<file path="src/rtl/pipe_pkg.sv">
// Shared types and defaults for the pipeline stage register.
// Holds the stage-contents struct, reset/handler PCs and the per-edge action encoding.
package pipe_pkg;

  localparam int EXC_W       = 5;
  localparam int PC_W_DEF    = 32;
  localparam int INSTR_W_DEF = 32;

  localparam logic [31:0] RESET_PC_DEF   = 32'h0000_3000;
  localparam logic [31:0] HANDLER_PC_DEF = 32'h0000_4180;

  localparam logic [EXC_W-1:0] EXC_NONE = '0;

  typedef struct packed {
    logic                   valid;
    logic [PC_W_DEF-1:0]    pc;
    logic [INSTR_W_DEF-1:0] instr;
    logic [EXC_W-1:0]       exccode;
    logic                   bd;
  } stage_t;

  typedef enum logic [1:0] {
    ACT_LOAD,
    ACT_STALL,
    ACT_FLUSH,
    ACT_REQ
  } stage_act_e;

  // Fixed priority: exception request beats flush beats stall beats load.
  function automatic stage_act_e selectAction(input logic req, input logic flush,
                                              input logic stall);
    if (req)   return ACT_REQ;
    if (flush) return ACT_FLUSH;
    if (stall) return ACT_STALL;
    return ACT_LOAD;
  endfunction

endpackage

</file>
<file path="src/rtl/pipe_sat_cnt.sv">
// Saturating up-counter used for the stage's optional performance statistics.
// It stops at all-ones and never wraps back to zero.
module pipe_sat_cnt #(
  parameter int CNT_W = 16
) (
  input  logic             clk,
  input  logic             reset,
  input  logic             inc,
  output logic [CNT_W-1:0] count
);

  logic [CNT_W-1:0] count_q;
  logic [CNT_W-1:0] count_d;

  always_comb begin
    count_d = count_q;
    if (inc && (count_q != '1)) begin
      count_d = count_q + CNT_W'(1);
    end
  end

  always_ff @(posedge clk or posedge reset) begin
    if (reset) begin
      count_q <= '0;
    end else begin
      count_q <= count_d;
    end
  end

  assign count = count_q;

endmodule

</file>
<file path="src/rtl/pipe_stage_reg.sv">
// Pipeline stage register with stall, flush-to-bubble and exception redirect.
// Define PIPE_PERF_EN to add saturating stall/bubble counters (stall_cnt, bubble_cnt).
module pipe_stage_reg
  import pipe_pkg::*;
#(
  parameter int          PC_W       = 32,
  parameter int          INSTR_W    = 32,
  parameter int          EXC_W      = pipe_pkg::EXC_W,
  parameter logic [31:0] RESET_PC   = pipe_pkg::RESET_PC_DEF,
  parameter logic [31:0] HANDLER_PC = pipe_pkg::HANDLER_PC_DEF
`ifdef PIPE_PERF_EN
  ,
  parameter int          CNT_W      = 16
`endif
) (
  input  logic               clk,
  input  logic               reset,
  input  logic               stall,
  input  logic               flush,
  input  logic               req,
  input  logic               in_valid,
  input  logic [PC_W-1:0]    in_pc,
  input  logic [INSTR_W-1:0] in_instr,
  input  logic [EXC_W-1:0]   in_exccode,
  input  logic               in_bd,
  output logic               out_valid,
  output logic [PC_W-1:0]    out_pc,
  output logic [INSTR_W-1:0] out_instr,
  output logic [EXC_W-1:0]   out_exccode,
  output logic               out_bd
`ifdef PIPE_PERF_EN
  ,
  output logic [CNT_W-1:0]   stall_cnt,
  output logic [CNT_W-1:0]   bubble_cnt
`endif
);

  // PC constants keep only their low PC_W bits, zero-extended when PC_W is wider.
  localparam logic [PC_W-1:0] RESET_PC_L   = PC_W'(RESET_PC);
  localparam logic [PC_W-1:0] HANDLER_PC_L = PC_W'(HANDLER_PC);

  logic               valid_q, valid_d;
  logic [PC_W-1:0]    pc_q, pc_d;
  logic [INSTR_W-1:0] instr_q, instr_d;
  logic [EXC_W-1:0]   exccode_q, exccode_d;
  logic               bd_q, bd_d;
  stage_act_e         act;

  assign act = selectAction(req, flush, stall);

  always_comb begin
    valid_d   = valid_q;
    pc_d      = pc_q;
    instr_d   = instr_q;
    exccode_d = exccode_q;
    bd_d      = bd_q;
    case (act)
      ACT_REQ: begin
        valid_d   = 1'b0;
        pc_d      = HANDLER_PC_L;
        instr_d   = '0;
        exccode_d = '0;
        bd_d      = 1'b0;
      end
      // The bubble keeps its PC so a later exception still reports a sane EPC.
      ACT_FLUSH: begin
        valid_d   = 1'b0;
        pc_d      = in_pc;
        instr_d   = '0;
        exccode_d = '0;
        bd_d      = 1'b0;
      end
      ACT_LOAD: begin
        valid_d   = in_valid;
        pc_d      = in_pc;
        bd_d      = in_bd;
        instr_d   = in_valid ? in_instr : '0;
        exccode_d = in_valid ? in_exccode : '0;
      end
      default: ;
    endcase
  end

  always_ff @(posedge clk or posedge reset) begin
    if (reset) begin
      valid_q   <= 1'b0;
      pc_q      <= RESET_PC_L;
      instr_q   <= '0;
      exccode_q <= '0;
      bd_q      <= 1'b0;
    end else begin
      valid_q   <= valid_d;
      pc_q      <= pc_d;
      instr_q   <= instr_d;
      exccode_q <= exccode_d;
      bd_q      <= bd_d;
    end
  end

  assign out_valid   = valid_q;
  assign out_pc      = pc_q;
  assign out_instr   = instr_q;
  assign out_exccode = exccode_q;
  assign out_bd      = bd_q;

`ifdef PIPE_PERF_EN
  // A load of an empty slot counts as a bubble just like a flush or redirect.
  logic stallEvent;
  logic bubbleEvent;

  assign stallEvent  = (act == ACT_STALL);
  assign bubbleEvent = (act == ACT_REQ) || (act == ACT_FLUSH) ||
                       ((act == ACT_LOAD) && !in_valid);

  pipe_sat_cnt #(.CNT_W(CNT_W)) uStallCnt (
    .clk   (clk),
    .reset (reset),
    .inc   (stallEvent),
    .count (stall_cnt)
  );

  pipe_sat_cnt #(.CNT_W(CNT_W)) uBubbleCnt (
    .clk   (clk),
    .reset (reset),
    .inc   (bubbleEvent),
    .count (bubble_cnt)
  );
`endif

endmodule

</file>
<file path="config.mk">
export PLATFORM = sky130hd
export DESIGN_NAME = pipe_stage_reg
export DESIGN_NICKNAME = d
export VERILOG_FILES = /design/src/rtl/pipe_pkg.sv /design/src/rtl/pipe_sat_cnt.sv /design/src/rtl/pipe_stage_reg.sv
export SDC_FILE = /design/constraint.sdc
export NUM_CORES = 1
export LEC_CHECK = 0
export ABC_AREA = 1
export CORE_MARGIN = 2
export CORE_UTILIZATION = 37
export CTS_BUF_LIST = sky130_fd_sc_hd__clkbuf_8
export DETAILED_ROUTE_END_ITERATION = 8
export PLACE_DENSITY = 0.78
export SLEW_MARGIN = 40
export SYNTH_ARGS = -nofsm -noshare
export SYNTH_HDL_FRONTEND = slang
export SYNTH_SLANG_ARGS = --single-unit
export TNS_END_PERCENT = 50
</file>
<file path="constraint.sdc">
create_clock -name clk -period 2.6 [get_ports clk]
set_clock_uncertainty 0.1 [all_clocks]
set_input_delay 0.65 -clock clk [delete_from_list [all_inputs] [get_ports clk]]
set_output_delay 0.65 -clock clk [all_outputs]
set_load 0.05 [all_outputs]
</file>
==> flow_metrics.env, run 1 <==
export IMPL_outcome="completed"
export IMPL_htreeDepth=3
export IMPL_postCtsHoldBufs=0
export IMPL_post_cts_buffers=0
export IMPL_slew_violations=0
export IMPL_cts_buffers=9
export IMPL_drt_vias_per_instance=4.79
export IMPL_path_clk_slew_ns=0.07
export IMPL_track_usage=0.190
export IMPL_hold_viol=0
export IMPL_synth_common_cells="nand2_1, dfrtp_1, nand4_1"
export IMPL_fmax_mhz=413
export IMPL_final_cells=563
export IMPL_synth_edf_count=0
export IMPL_rsz0062_at_grt="false"
export IMPL_first_iter_violations=124
export IMPL_rows=32
export IMPL_end_kind="output pin"
export IMPL_synth_area_leaders="dfrtp_1, nand2_1, nand4_1, nand3_1, buf_2"
export IMPL_antenna_cells=0
export IMPL_synth_top_area_cell="dfrtp_1"
export IMPL_p_leak_nw=2.23
export IMPL_syn2layout_area_growth_pct=60.9
export IMPL_worst_ep_arrival_time_ns=1.67
export IMPL_power_density_nw_per_um2=569
export IMPL_slew_headroom=0.645
export IMPL_drt_first_pass_iters=4
export IMPL_crit_slowest_cell="clkdlybuf4s50_1"
export IMPL_cts_root_buf="clkbuf_8"
export IMPL_dp_cells=547
export IMPL_path_max_fanout=2
export IMPL_cts_buffer_depth=2
export IMPL_synthFlopType="dfrtp_1"
export IMPL_grt_pass1_wl_mm=12.8
export IMPL_cts_resized=0
export IMPL_netlist_cell_type_count=16
export IMPL_synth_seq_cells=71
export IMPL_cp_cell_sequence="clkdlybuf4s50_1"
export IMPL_path_buf_inv=1
export IMPL_dieArea_sq_um=8510
export IMPL_vias=2698
export IMPL_core_sq_um=7650
export IMPL_finalCriticalPeriod_ns=2.42
export IMPL_synth_fp_nets=392
export IMPL_antenna_found_initial=0
export IMPL_syn_area_per_cell_sq_um=9.11
export IMPL_drt_wl_total_mm=8.02
export IMPL_yosysTopAreaCellShare=0.599
export IMPL_syn_inst=316
export IMPL_grt_ovfl_total=0
export IMPL_startpoint_type="flip-flop"
export IMPL_synth_cell_area_sq_um=2880
export IMPL_initial_core_util=0.377
export IMPL_tightest_slew_ns=0.531
export IMPL_async_reset_ff_frac=1.00
export IMPL_io_buffer_count=146
export IMPL_grt_max_degree=72
export IMPL_cp_required_ns=1.85
export IMPL_cp_top_family="buffers and inverters"
export IMPL_maxCapViolations=0
export IMPL_grt_pass1_vias=2663
export IMPL_detail_route_wl_per_cell_microns=14.2
export IMPL_critPathMaxStageDelay_ns=0.81
export IMPL_die_w_microns=92.2
export IMPL_ant_nets=0
export IMPL_clk_latency_ns=0.33
export IMPL_dieHeight_microns=92.2
export IMPL_yosysWarnings=0
export IMPL_nNetsFinal=532
export IMPL_drive_gt1_frac=0.0629
export IMPL_hpwl_mm=5.48
export IMPL_clock_sinks=71
export IMPL_setup_tns_ns=0
export IMPL_finalSetupViolations=0
export IMPL_min_path_type="reg -> reg"
export IMPL_ios=147
export IMPL_yosysSeqAreaShare=0.618
export IMPL_drc=0
export IMPL_globalplace_congestion=0.768
export IMPL_critPathKind="reg -> out"
export IMPL_ir_drop_mv=0.303
export IMPL_synth_most_common_cell="nand2_1"
export IMPL_period_share=0.932
export IMPL_cts_tree="built"
==> metal layers <==
| layer | vias up | routed length [microns] | track usage |
|---|---|---|---|
| li1 | 1317 | - | - |
| met1 | 1257 | 3520 | 0.245 |
| met2 | 113 | 3780 | 0.308 |
| met3 | 11 | 588 | 0.0542 |
| met4 | 0 | 137 | 0.0647 |
| met5 | - | 0 | 0 |
==> through the flow <==
step,setup slack (ns),hold slack (ns),total power [mW],utilization,cell area (sq um)
after global routing,0.139,0.385,2.74,0.606,4630
after CTS,0.160,0.372,2.67,0.606,4630
after global placement,0.439,0.352,1.69,0.577,4410
after floorplan,0.0567,0.473,1.46,-,2880
after detailed placement,0.413,0.360,1.69,0.577,4410
final,0.176,0.370,2.64,0.606,4630
==> cell type report <==
class	count	area, sq um
inverters	4	15.0
clock buffers	10	138
well taps	102	128
flip-flops and latches	71	1780
repair buffers	154	1530
clock inverters	6	85.1
fillers	648	3010
multi-input cells	216	956
==> flip-flops by register name, indices dropped and copies added (netlist names) <==
| register | flops |
|---|---|
| out_exccode | 5 |
| out_valid | 1 |
| out_pc | 32 |
| out_instr | 32 |
| out_bd | 1 |
==> power breakdown <==
| group | internal (mW) | total (mW) | leakage, nW | switching [mW] |
|---|---|---|---|---|
| clock network | 0.563 | 0.964 | 0.114 | 0.401 |
| logic | 0.203 | 0.499 | 1.18 | 0.296 |
| registers | 1.15 | 1.17 | 0.945 | 0.0241 |
| total | 1.91 | 2.64 | 2.23 | 0.721 |
==> logic make-up after synthesis <==
| logic type | share of synthesized area |
|---|---|
| AO/OA/AOI/OAI | 0.00521 |
| AND/OR/NAND/NOR | 0.326 |
| buffers and inverters | 0.0513 |
| flip-flops | 0.618 |
==> worst paths after layout <==
check / cells after the start / slack [ns] / startpoint / endpoint
worst max-delay path: 1 / 0.18 / out_pc[13] / out_pc[13]
worst min-delay path: 2 / 0.37 / out_pc[12] / out_pc[12]
worst max register to register: 2 / 1.77 / out_pc[13] / out_pc[13]
worst min register to register: 2 / 0.37 / out_pc[12] / out_pc[12]
max in group asynchronous: 3 / 1.48 / reset / out_instr[8]
min in group asynchronous: 3 / 0.60 / reset / out_pc[31]
==> cell usage in the layout, fill, tap and decap left out <==
cell type        Yosys  layout
a21oi_1              3       3
buf_12               0       1
buf_4                3       7
bufinv_16            0       2
clkbuf_8             0      10
clkdlybuf4s50_1      0     146
clkinv_1             1       1
clkinv_2             0       1
clkinv_4             0       1
clkinvlp_4           0       1
dfrtp_1             69      69
dfstp_2              2       2
inv_1                2       2
inv_2                1       2
nand2_1            143     143
nand3_1             31      31
nand4_1             37      37
nor2_2               0       1
nor2_4               1       1
Power figures use the tool's default switching activity.
==> inputs of run 2 (changes only) <==
--- a/config.mk
+++ b/config.mk
@@ -6,6 +6,7 @@
 export NUM_CORES = 1
 export LEC_CHECK = 0
 export ABC_AREA = 1
+export CAP_MARGIN = 10
 export CORE_MARGIN = 2
 export CORE_UTILIZATION = 37
 export CTS_BUF_LIST = sky130_fd_sc_hd__clkbuf_8
==> results of run 2 <==
No change in the layout: final DEF, timing and power equal those of run 1.
